## config.mk

```make
export PLATFORM = sky130hd
export DESIGN_NAME = forward_unit_mp
export DESIGN_NICKNAME = d
export VERILOG_FILES = /design/src/rtl/forward_unit_mp_pkg.sv /design/src/rtl/forward_unit_mp_hist.sv /design/src/rtl/forward_unit_mp.sv
export SDC_FILE = /design/constraint.sdc
export NUM_CORES = 1
export LEC_CHECK = 0
export ABC_AREA = 0
export ABC_CLOCK_PERIOD_IN_PS = 6300
export CORE_UTILIZATION = 45
export DETAILED_ROUTE_END_ITERATION = 6
export DONT_BUFFER_PORTS = 1
export PLACE_DENSITY_LB_ADDON = 0.08
export SLEW_MARGIN = 5
export SYNTH_ARGS = -nofsm -noshare
export SYNTH_HDL_FRONTEND = slang
export SYNTH_SLANG_ARGS = --single-unit
```

## constraint.sdc

```tcl
create_clock -name clk -period 6.3 [get_ports clk]
set_input_delay 1.26 -clock clk [delete_from_list [all_inputs] [get_ports clk]]
set_output_delay 1.26 -clock clk [all_outputs]
set_load 0.01 [all_outputs]
```

## src/rtl/forward_unit_mp_pkg.sv

```systemverilog
// forwardermux: shared types and constants for the operand forwarding unit.
//   fwd_sel_t : per-operand source code reported on fwd_sel
//   CNT_MAX   : saturation value of the performance counters
//   sat_inc   : saturating increment used by both counters
package forwardermux;

  typedef enum logic [1:0] {
    FWD_RF   = 2'd0,
    FWD_EX   = 2'd1,
    FWD_MEM  = 2'd2,
    FWD_HIST = 2'd3
  } fwd_sel_t;

  localparam logic [31:0] CNT_MAX = 32'hFFFF_FFFF;

  function automatic logic [31:0] sat_inc(input logic [31:0] v);
    return (v == CNT_MAX) ? v : v + 32'd1;
  endfunction

endpackage

```

## src/rtl/forward_unit_mp_hist.sv

```systemverilog
// fwd_hist_buf: shift register of recently retired regfile writes.
// Entry 0 is the newest. Each lookup port returns the newest entry
// whose rd matches its index.
//   clk, rst      : clock, asynchronous active-high reset (clears all entries)
//   push_en_i     : shift a new retirement in at entry 0
//   push_rd_i     : destination register of the retiring write
//   push_data_i   : value written
//   lookup_reg_i  : NUM_SRC packed register indices to look up
//   hit_o         : per-port match flag
//   data_o        : per-port data of the newest matching entry
module fwd_hist_buf #(
  parameter int XLEN       = 32,
  parameter int REG_AW     = 5,
  parameter int HIST_DEPTH = 2,
  parameter int NUM_SRC    = 2
) (
  input  logic                      clk,
  input  logic                      rst,
  input  logic                      push_en_i,
  input  logic [REG_AW-1:0]         push_rd_i,
  input  logic [XLEN-1:0]           push_data_i,
  input  logic [NUM_SRC*REG_AW-1:0] lookup_reg_i,
  output logic [NUM_SRC-1:0]        hit_o,
  output logic [NUM_SRC*XLEN-1:0]   data_o
);

  logic              valid_q [HIST_DEPTH];
  logic [REG_AW-1:0] rd_q    [HIST_DEPTH];
  logic [XLEN-1:0]   data_q  [HIST_DEPTH];

  always_ff @(posedge clk or posedge rst) begin
    if (rst) begin
      for (int k = 0; k < HIST_DEPTH; k++) begin
        valid_q[k] <= 1'b0;
        rd_q[k]    <= '0;
        data_q[k]  <= '0;
      end
    end else if (push_en_i) begin
      valid_q[0] <= 1'b1;
      rd_q[0]    <= push_rd_i;
      data_q[0]  <= push_data_i;
      for (int k = 1; k < HIST_DEPTH; k++) begin
        valid_q[k] <= valid_q[k-1];
        rd_q[k]    <= rd_q[k-1];
        data_q[k]  <= data_q[k-1];
      end
    end
  end

  genvar gi;
  generate
    for (gi = 0; gi < NUM_SRC; gi++) begin : g_lookup
      logic [REG_AW-1:0] lk_reg;
      logic              port_hit;
      logic [XLEN-1:0]   port_data;

      assign lk_reg = lookup_reg_i[gi*REG_AW +: REG_AW];

      // Scan oldest to newest so the newest matching entry overwrites
      // any older duplicate of the same rd.
      always_comb begin
        port_hit  = 1'b0;
        port_data = '0;
        for (int k = HIST_DEPTH - 1; k >= 0; k--) begin
          if (valid_q[k] && (rd_q[k] == lk_reg) && (lk_reg != '0)) begin
            port_hit  = 1'b1;
            port_data = data_q[k];
          end
        end
      end

      assign hit_o[gi]                = port_hit;
      assign data_o[gi*XLEN +: XLEN]  = port_data;
    end
  endgenerate

endmodule

```

## src/rtl/forward_unit_mp.sv

```systemverilog
// forward_unit_mp: operand forwarding and load-use hazard unit at the
// decode/execute boundary. Each source operand is resolved, newest first,
// from EX/MEM, MEM/WB, the retired-write history, or the regfile value.
//   clk, rst        : clock, asynchronous active-high reset
//   stall_in        : pipeline freeze; history and counters hold
//   src_reg/src_data: per-port source indices and regfile values
//   em_*            : EX/MEM candidate (valid, wr_en, is_load, rd, data)
//   mw_*            : MEM/WB candidate (valid, wr_en, rd, data)
//   fwd_data/fwd_sel: resolved operands and their source codes
//   load_use_stall  : consumer needs a load still in EX/MEM
//   cnt_fwd, cnt_lu : saturating performance counters
module forward_unit_mp
  import forwardermux::*;
#(
  parameter int NUM_SRC    = 2,
  parameter int XLEN       = 32,
  parameter int REG_AW     = 5,
  parameter int HIST_DEPTH = 2
) (
  input  logic                      clk,
  input  logic                      rst,
  input  logic                      stall_in,
  input  logic [NUM_SRC*REG_AW-1:0] src_reg,
  input  logic [NUM_SRC*XLEN-1:0]   src_data,
  input  logic                      em_valid,
  input  logic                      em_wr_en,
  input  logic                      em_is_load,
  input  logic [REG_AW-1:0]         em_rd,
  input  logic [XLEN-1:0]           em_data,
  input  logic                      mw_valid,
  input  logic                      mw_wr_en,
  input  logic [REG_AW-1:0]         mw_rd,
  input  logic [XLEN-1:0]           mw_data,
  output logic [NUM_SRC*XLEN-1:0]   fwd_data,
  output logic [NUM_SRC*2-1:0]      fwd_sel,
  output logic                      load_use_stall,
  output logic [31:0]               cnt_fwd,
  output logic [31:0]               cnt_lu
);

  logic                    mw_eligible;
  logic [NUM_SRC-1:0]      hist_hit;
  logic [NUM_SRC*XLEN-1:0] hist_data;
  logic [NUM_SRC-1:0]      port_lu;
  logic [NUM_SRC-1:0]      port_fwd;
  logic [31:0]             cnt_fwd_q, cnt_fwd_d;
  logic [31:0]             cnt_lu_q, cnt_lu_d;

  // x0 writes are never recorded; they can never be forwarded anyway.
  assign mw_eligible = mw_valid && mw_wr_en && (mw_rd != '0);

  fwd_hist_buf #(
    .XLEN      (XLEN),
    .REG_AW    (REG_AW),
    .HIST_DEPTH(HIST_DEPTH),
    .NUM_SRC   (NUM_SRC)
  ) u_hist (
    .clk         (clk),
    .rst         (rst),
    .push_en_i   (mw_eligible && !stall_in),
    .push_rd_i   (mw_rd),
    .push_data_i (mw_data),
    .lookup_reg_i(src_reg),
    .hit_o       (hist_hit),
    .data_o      (hist_data)
  );

  genvar gi;
  generate
    for (gi = 0; gi < NUM_SRC; gi++) begin : g_port
      logic [REG_AW-1:0] s_reg;
      logic              em_match;
      logic              mw_match;
      fwd_sel_t          port_sel;
      logic [XLEN-1:0]   port_data;

      assign s_reg    = src_reg[gi*REG_AW +: REG_AW];
      assign em_match = em_valid && em_wr_en && (em_rd != '0) && (em_rd == s_reg);
      assign mw_match = mw_eligible && (mw_rd == s_reg);

      always_comb begin
        port_sel  = FWD_RF;
        port_data = src_data[gi*XLEN +: XLEN];
        if (!rst) begin
          if (em_match) begin
            port_sel  = FWD_EX;
            port_data = em_data;
          end else if (mw_match) begin
            port_sel  = FWD_MEM;
            port_data = mw_data;
          end else if (hist_hit[gi]) begin
            port_sel  = FWD_HIST;
            port_data = hist_data[gi*XLEN +: XLEN];
          end
        end
      end

      assign fwd_data[gi*XLEN +: XLEN] = port_data;
      assign fwd_sel[gi*2 +: 2]        = port_sel;
      assign port_lu[gi]               = em_match && em_is_load && !rst;
      assign port_fwd[gi]              = (port_sel != FWD_RF);
    end
  endgenerate

  assign load_use_stall = |port_lu;

  always_comb begin
    cnt_fwd_d = cnt_fwd_q;
    cnt_lu_d  = cnt_lu_q;
    if (!stall_in) begin
      if (|port_fwd)      cnt_fwd_d = sat_inc(cnt_fwd_q);
      if (load_use_stall) cnt_lu_d  = sat_inc(cnt_lu_q);
    end
  end

  always_ff @(posedge clk or posedge rst) begin
    if (rst) begin
      cnt_fwd_q <= '0;
      cnt_lu_q  <= '0;
    end else begin
      cnt_fwd_q <= cnt_fwd_d;
      cnt_lu_q  <= cnt_lu_d;
    end
  end

  assign cnt_fwd = cnt_fwd_q;
  assign cnt_lu  = cnt_lu_q;

endmodule

```

==> run_results.csv, run 1 <==
group,metric,value,unit
global_route,antenna_found_initial,1,
critical_path,r2r_end,"cnt_fwd[25]",
placed_design,routabilityCongestion,0.885,
routing,vias_per_cell,6.47,
sta,final.min_clock_period,5.29,ns
global_route,grt_max_degree,135,
sta,timing.hold.ws,0.527,ns
synth,synth_compound_area_share,19.2,%
global_route,grt_util_all_layers,26.1,%
sta,slew_viol_final,0,
clock_network,cts_root_buffer,"clkbuf_16",
synth,synthMuxAreaShare,16.6,%
synth,syn_area,9510,µm²
critical_path,worstSetupEndpointType,"output port",
synth,async_flop_share,100,%
die,coreArea,20500,µm²
min_path,hold_class,"reg2reg",
synth,synth-simple-area-share,14.0,%
synth,synth_nets,1135,
sta,tightest_slew,1.06,ns
routing,drt-wirelength-per-cell,23.2,µm
synth,ys.flop_type,"dfrtp_1",
synth,synth.avg_cell_area,9.73,µm²
pwr,ir_drop,0.195,mV
placed_design,dp_slack,1.03,ns
synth,synth_seq_cells,140,
sta,slew_headroom,29.6,%
sta,finalHoldViolations,0,
finish,multi_input_area,5730,µm²
sta,fin_crit_sh,83.9,%
sta,fin_skew,0.00700,ns
synth,ys_types,44,
sta,setup_tns,0,ns
critical_path,r2r_cells,9,
critical_path,critical_path_class,"in2out",
finish,final_cell_mix,"mux2_2, dfrtp_1, nor2_1",
sta,setup_violations,0,
critical_path,crit_end,"fwd_data[16]",
synth,yosysWarnings,0,
synth,synth_top_area_cell,"dfrtp_1",
clock_network,cts_buffer_depth,2,
finish,area_delta_synth_final,8.90,%
clock_network,cts_hold_buf,0,
placed_design,hpwl,19.7,mm
die,fp-row-count,52,
pwr,power_density,279,nW/µm²
synth,synth_top_area_share,36.9,%
pwr,leakage,3.94,nW
synth,yosys.area_share.xor_xnor,9.40,%
clock_network,htreeDepth,4,
routing,drt_iter0_drc,471,
synth,syn-instance-count,977,
clock_network,numCtsBuffers,17,
global_route,grt_overflow,0,
die,die_area,21700,µm²
sta,rsz0062_at_grt,"no",
synth,synthTopCellsByArea,"dfrtp_1, mux2_2, a221oi_1, xnor2_1, xor2_1",
critical_path,startpoint_type,"input port",
routing,postRouteAntennaNets,0,
finish,regArea,3500,µm²
critical_path,arrival,4.03,ns
finish,fin_nets,1090,
finish,fillers,1871,
routing,drc,0,
clock_network,ctsResizeCount,0,
placed_design,portBuffers,0,
placed_design,dp_cells,1183,
finish,num_antenna_cells,0,
clock_network,cts_tree,"done",
die,initial_core_util,46.4,%
sta,max_freq,0.189,GHz
die,die_w,147,µm
routing,routed_wl,28.2,mm
clock_network,clk_pin_slew_worst_paths,0.06,ns
critical_path,critPathRequiredTime,5.04,ns
clock_network,cts.sinks,140,
synth,synth_top_family_by_area,"compound AO/OA/AOI/OAI gates",
die,die_y,147,µm
critical_path,regToRegStartpoint,"u_hist.rd_q[9]",
finish,final_cells,1215,
sta,setup_slack,1.01,ns
global_route,grt_pass1_vias,7902,
die,num_io_pins,289,
critical_path,crit_path_start,"src_reg[2]",
synth,synthAdderAreaFrac,0.263,%
critical_path,reg2reg_slack,3.28,ns
job,max_cap_violations,0,
synth,synth-seq-area-share,36.9,%
clock_network,insertion_delay,0.43,ns
run_status,status,"finished, final reports clean",
global_route,grt_pass1_wl,43.9,mm
routing,vias,7861,
routing,dr.pass1.iters,5,
finish,layout-drive-gt1-share,22.3,%
critical_path,crit_fanout,20,
synth,synth-edff-count,0,
clock_network,postCtsSetupBuffers,0,
## worst max-delay path, stage by stage
cell	delay (ns)
or4_1	0.08
nor2_1	0.06
nor4_1	0.86
nor2_1	0.17
nor2_4	0.39
buf_4	0.36
a221oi_1	0.13
o311ai_0	0.69
## how the worst min path moves through the flow
stage                      start                end  slack, ns  cells after the start
2_1_floorplan  u_hist.valid_q[1]  u_hist.valid_q[1]       0.48                      1
6_report        u_hist.data_q[8]   u_hist.data_q[8]       0.53                      1
3_3_place_gp   u_hist.data_q[29]  u_hist.data_q[29]       0.50                      1
5_1_grt         u_hist.data_q[9]   u_hist.data_q[9]       0.54                      1
4_1_cts         u_hist.data_q[9]   u_hist.data_q[9]       0.53                      1
3_5_place_dp    u_hist.data_q[9]   u_hist.data_q[9]       0.51                      1
## per-layer routing
layer  vias up  track usage, %  wire, µm
li1       3610               -         -
met1      3921            33.4     12100
met2       293            43.2     13600
met3        35            6.34      2040
met4         2            8.40       484
met5         -               0        13
## logic make-up after synthesis
kind of cell | after synthesis
DFF | 140
muxes | 140
adders and majority gates | 2
buffers and inverters | 90
and+or+nand+nor | 269
xor gates and xnor gates | 102
AOI/OAI and AO/OA | 234
## report_power, final
part / leakage [nW] / switching (W) / total [W] / internal [W]
logic: 1.87 / 0.000333 / 0.000690 / 0.000357
registers: 1.78 / 0.000136 / 0.00117 / 0.00104
clock network: 0.290 / 0.000413 / 0.00103 / 0.000614
total: 3.94 / 0.000882 / 0.00289 / 0.00201
## area by class of cell
class / instances / share of cell area, %
Clock buffer: 19 / 4.38
Sequential cell: 140 / 33.8
Tap cell: 270 / 3.26
Multi-Input combinational cell: 747 / 55.3
Inverter: 6 / 0.254
Clock inverter: 13 / 1.50
Timing Repair Buffer: 20 / 1.45
## per-stage QoR
stage / total power [W] / utilization (%) / cell area (µm²)
6_report: 0.00289 / 50.5 / 10400
5_1_grt: 0.00303 / 50.5 / 10400
4_1_cts: 0.00291 / 50.5 / 10400
3_5_place_dp: 0.00188 / 47.5 / 9740
3_3_place_gp: 0.00184 / 47.5 / 9740
2_1_floorplan: 0.00172 / - / 9510
## synthesized netlist by cell type, drive strengths merged (2+ instances only)
master and instances:
or2 3, and3 16, ha 2, and2 2, inv 6, nand4 24
nand2 59, buf 7, mux2 140, nor3 18, nor3b 2, xnor2 56
nor4 12, dfrtp 140, o211ai 33, o21ai 32, o311ai 33, clkbuf 77
xor2 46, or3 3, a221oi 64, or4 3, o21a 32, nor2 90
nand3 27, and4 9, o31ai 33
## sequential cells by signal, summed over array words and instances (netlist names)
signal / cells
u_hist.rd_q: 10
cnt_fwd: 32
u_hist.valid_q: 2
cnt_lu: 32
u_hist.data_q: 64
(Power assumes the default switching activity.)
==> run 2, diff against run 1 <==
- ABC_CLOCK_PERIOD_IN_PS: 6300 -> 5200
- clock period: 6.3 -> 5.2 ns (I/O delays scaled with it)
==> run 2 against run 1 <==
  * Clock power grew 16%
  * Count of clock-buffer cells in the layout shrank 1
  * Clock skew grew 0.0021 ns
  * First-iteration DRC count is 27% lower
  * Core utilization is 0.87 points higher
  * Register-to-register slack worse by 1.4 ns
  * Combinational power up 26%
  * Die area is the same
  * Largest power group unchanged
==> run_results.csv, run 2 (synthesized netlist as in run 1, its figures left out) <==
group,metric,value,unit
run_status,status,"finished, final reports clean",
clock_network,cts_tree,"done",
clock_network,cts_hold_buf,0,
sta,fin_crit_sh,90.5,%
clock_network,ctsResizeCount,0,
global_route,grt_overflow,0,
finish,num_antenna_cells,0,
sta,final.min_clock_period,4.71,ns
clock_network,numCtsBuffers,17,
pwr,power_density,330,nW/µm²
sta,max_freq,0.212,GHz
pwr,ir_drop,0.228,mV
critical_path,crit_family,"simple AND/OR/NAND/NOR gates",
critical_path,critical_path_class,"in2out",
die,die_w,147,µm
die,coreArea,20500,µm²
critical_path,worst-path-buf-inv,3,
clock_network,cts_root_buffer,"clkbuf_16",
sta,setup_violations,0,
critical_path,crit_fanout,35,
routing,drt_iter0_drc,343,
sta,fin_skew,0.00905,ns
routing,drt-wirelength-per-cell,23.0,µm
routing,routed_wl,28.4,mm
routing,vias_per_cell,6.43,
sta,rsz0062_at_grt,"no",
routing,postRouteAntennaNets,0,
clock_network,cts.sinks,140,
die,num_io_pins,289,
finish,stdcell_area,10500,µm²
die,initial_core_util,46.4,%
min_path,hold_path_end,"u_hist.data_q[12]",
min_path,whs_path_depth,1,
critical_path,path_depth,10,
min_path,hold_class,"reg2reg",
sta,setup_tns,0,ns
critical_path,path_common_cell,"buf_4",
die,die_area,21700,µm²
finish,fin_util,51.4,%
clock_network,cts_buffer_depth,2,
critical_path,arrival,3.67,ns
placed_design,portBuffers,0,
sta,slew_headroom,24.8,%
global_route,grt_util_all_layers,26.2,%
critical_path,r2r_end,"cnt_fwd[18]",
routing,vias,7944,
job,max_cap_violations,0,
die,fp-row-count,52,
finish,top_register,"u_hist.data_q",
critical_path,regToRegStartpoint,"u_hist.rd_q[7]",
finish,final_cell_mix,"mux2_2, dfrtp_1, nor2_1",
critical_path,slowest_stage,"or4_1",
critical_path,reg2reg_slack,1.88,ns
global_route,grt_pass1_wl,44.6,mm
critical_path,worstSetupEndpointType,"output port",
clock_network,postCtsSetupBuffers,0,
finish,fillers,1861,
global_route,antenna_found_initial,0,
placed_design,hpwl,19.7,mm
critical_path,path_cells,"or4_1, nor2_1, nor4_4, buf_4, nor2_1, nor2_4, buf_4, a221oi_1, o311ai_0, buf_4",
placed_design,place_area,9960,µm²
critical_path,critPathRequiredTime,4.16,ns
sta,tightest_slew,1.13,ns
sta,slew_viol_final,0,
sta,finalHoldViolations,0,
critical_path,r2r_cells,8,
clock_network,htreeDepth,4,
finish,fin_nets,1112,
global_route,grt_pass1_vias,8088,
clock_network,clk_pin_slew_worst_paths,0.06,ns
global_route,grt_max_degree,135,
pwr,leakage,4.04,nW
min_path,hold_start,"u_hist.data_q[12]",
critical_path,startpoint_type,"input port",
die,die_y,147,µm
finish,largest_reg_flops,64,
routing,drc,0,
clock_network,insertion_delay,0.42,ns
routing,dr.pass1.iters,5,
placed_design,routabilityCongestion,0.924,
finish,area_delta_synth_final,10.8,%
critical_path,max_stage_delay,0.50,ns
finish,layout-drive-gt1-share,24.0,%
==> run 2: changes by cell type in the layout (fill, tap and decap cells not counted) <==
| cell | previous run | this run |
|---|---|---|
| inv_6 | 5 | 6 |
| buf_12 | 0 | 4 |
| bufinv_16 | 2 | 1 |
| clkbuf_8 | 2 | 1 |
| clkinvlp_4 | 4 | 5 |
| clkinv_4 | 2 | 1 |
| buf_4 | 20 | 38 |
==> run 2: how the worst max path moves through the flow <==
stage | startpoint | end | slack [ns]
finish | src_reg[1] | fwd_data[6] | 0.49
global route | src_reg[1] | fwd_data[6] | 0.33
CTS | src_reg[1] | fwd_data[2] | 0.53
detailed placement | src_reg[1] | fwd_data[2] | 0.55
global placement | src_reg[1] | fwd_data[2] | 0.51
floorplan | rst | load_use_stall | 0.11
==> run 2: layout make-up <==
type                            count  area (µm²)  share of cell area, %
Multi-Input combinational cell    747        5730                   54.4
Sequential cell                   140        3500                   33.3
Clock buffer                       18         439                   4.17
Timing Repair Buffer               42         365                   3.47
Tap cell                          270         338                   3.21
Clock inverter                     13         133                   1.26
Inverter                            6        26.3                  0.250
==> run 2: per-layer routing <==
layer / up-vias / wire length [µm] / GRT usage, %
li1: 3650 / - / -
met1: 3956 / 12200 / 34.0
met2: 301 / 13600 / 42.5
met3: 37 / 2040 / 6.61
met4: 0 / 540 / 8.87
met5: - / 0 / 0
==> run 2: through the flow <==
step	worst slack, ns	cells	total power [W]	hold WS (ns)
floorplan	0.111	977	0.00208	0.479
global placement	0.514	1205	0.00227	0.506
detailed placement	0.549	1205	0.00231	0.518
CTS	0.530	1236	0.00350	0.532
global route	0.330	1236	0.00366	0.545
finish	0.494	1236	0.00348	0.528
==> run 2: power by group <==
group          total [W]  switching [W]  leakage (nW)  internal [W]
clock            0.00119       0.000507         0.269      0.000681
combinational   0.000872       0.000408          1.99      0.000464
sequential       0.00142       0.000159          1.78       0.00126
total            0.00348        0.00107          4.04       0.00240
==> run 3, diff against run 2 <==
- CTS_BUF_LIST: unset -> sky130_fd_sc_hd__clkbuf_4 sky130_fd_sc_hd__clkbuf_8
- SKIP_LAST_GASP: unset -> 1
==> run 3 against run 2 <==
  * Sequential share of layout area up 0.62 points
  * Clock power down 27%
  * Largest cell class unchanged
  * Clock skew increased by 0.0023 ns
==> run_results.csv, run 3 (synthesized netlist as in run 1, its figures left out) <==
group,metric,value,unit
run_status,status,"finished, final reports clean",
global_route,grt_pass1_vias,8066,
placed_design,portBuffers,0,
routing,dr.pass1.iters,6,
finish,final_cell_mix,"mux2_2, dfrtp_1, nor2_1",
sta,fin_crit_sh,90.7,%
global_route,grt_overflow,0,
clock_network,clk_pin_slew_worst_paths,0.08,ns
critical_path,critPathRequiredTime,4.16,ns
finish,num_antenna_cells,0,
finish,largest_reg_flops,64,
pwr,power_density,305,nW/µm²
sta,fin_skew,0.0113,ns
routing,drt_iter0_drc,397,
clock_network,ctsResizeCount,0,
clock_network,numCtsBuffers,17,
sta,finalHoldViolations,0,
clock_network,cts_buffer_depth,2,
global_route,grt_pass1_wl,44.4,mm
finish,top_register,"u_hist.data_q",
critical_path,regToRegStartpoint,"u_hist.rd_q[7]",
global_route,grt_util_all_layers,26.2,%
sta,final.min_clock_period,4.72,ns
sta,setup_violations,0,
clock_network,cts_root_buffer,"clkbuf_8",
die,initial_core_util,46.4,%
sta,setup_tns,0,ns
clock_network,cts.sinks,140,
die,die_y,147,µm
clock_network,htreeDepth,4,
clock_network,insertion_delay,0.46,ns
critical_path,crit_path_start,"src_reg[1]",
die,coreArea,20500,µm²
routing,vias,7989,
routing,routed_wl,28.3,mm
sta,slew_headroom,24.2,%
placed_design,hpwl,19.7,mm
finish,area_delta_synth_final,8.77,%
die,fp-row-count,52,
placed_design,place_area,9960,µm²
finish,fillers,1900,
critical_path,arrival,3.68,ns
sta,max_freq,0.212,GHz
global_route,antenna_found_initial,0,
routing,drc,0,
pwr,leakage,3.95,nW
global_route,grt_max_degree,135,
critical_path,worstSetupEndpointType,"output port",
pwr,ir_drop,0.159,mV
placed_design,routabilityCongestion,0.924,
job,max_cap_violations,0,
sta,slew_viol_final,0,
finish,fin_nets,1112,
sta,tightest_slew,1.13,ns
critical_path,crit_fanout,35,
routing,postRouteAntennaNets,0,
clock_network,cts_tree,"done",
critical_path,critical_path_class,"in2out",
min_path,hold_start,"u_hist.data_q[9]",
die,die_area,21700,µm²
clock_network,cts_hold_buf,0,
finish,layout-drive-gt1-share,24.0,%
routing,drt-wirelength-per-cell,22.9,µm
critical_path,startpoint_type,"input port",
clock_network,postCtsSetupBuffers,0,
die,num_io_pins,289,
routing,vias_per_cell,6.46,
die,die_w,147,µm
min_path,hold_class,"reg2reg",
sta,rsz0062_at_grt,"no",
finish,stdcell_area,10300,µm²
==> run 3: cell types whose count changed in the layout (fill, tap and decap cells not counted) <==
cell	change
clkbuf_8	+17
clkbuf_16	-17
==> run 3: path summary, 6_finish.rpt <==
kind	to	slack, ns	depth (start not counted)
setup / recovery	fwd_data[6]	0.48	10
hold / removal	u_hist.data_q[9]	0.53	1
setup reg to reg	cnt_fwd[18]	1.90	8
hold reg to reg	u_hist.data_q[9]	0.53	1
max in group asynchronous	cnt_fwd[21]	2.86	3
min in group asynchronous	cnt_fwd[29]	0.83	2
==> run 3: area by class of cell <==
cell class	count	area, µm²	share of cell area, %
Timing Repair Buffer	42	365	3.53
Multi-Input combinational cell	747	5730	55.4
Inverter	6	26.3	0.254
Sequential cell	140	3500	33.9
Tap cell	270	338	3.27
Clock inverter	13	133	1.28
Clock buffer	18	248	2.40
==> run 3: routing by layer <==
metal | GRT usage (%) | wire length, µm | up-vias
met4 | 9.85 | 596 | 0
met1 | 33.7 | 12300 | 3997
li1 | - | - | 3650
met2 | 42.3 | 13600 | 301
met5 | 0 | 0 | -
met3 | 6.37 | 1860 | 41
==> run 3: power breakdown <==
| part | internal, W | switching (W) | total [W] |
|---|---|---|---|
| Combinational | 0.000464 | 0.000408 | 0.000871 |
| Clock | 0.000400 | 0.000467 | 0.000867 |
| Sequential | 0.00125 | 0.000159 | 0.00141 |
==> run 3: metrics by stage <==
| step | total power, W | utilization, % | std cells | worst slack [ns] | hold slack, ns |
|---|---|---|---|---|---|
| finish | 0.00315 | 50.4 | 1236 | 0.484 | 0.533 |
| global route | 0.00333 | 50.4 | 1236 | 0.330 | 0.550 |
| CTS | 0.00318 | 50.4 | 1236 | 0.530 | 0.537 |
| detailed placement | 0.00231 | 48.6 | 1205 | 0.549 | 0.518 |
| global placement | 0.00227 | 48.6 | 1205 | 0.514 | 0.506 |
| floorplan | 0.00208 | - | 977 | 0.111 | 0.479 |
==> run 3: worst max-delay path, stage by stage <==
cell      delay (ns)
or4_1           0.50
nor2_1          0.23
nor4_4          0.08
buf_4           0.31
nor2_1          0.25
nor2_4          0.04
buf_4           0.27
a221oi_1        0.45
o311ai_0        0.28
buf_4           0.21
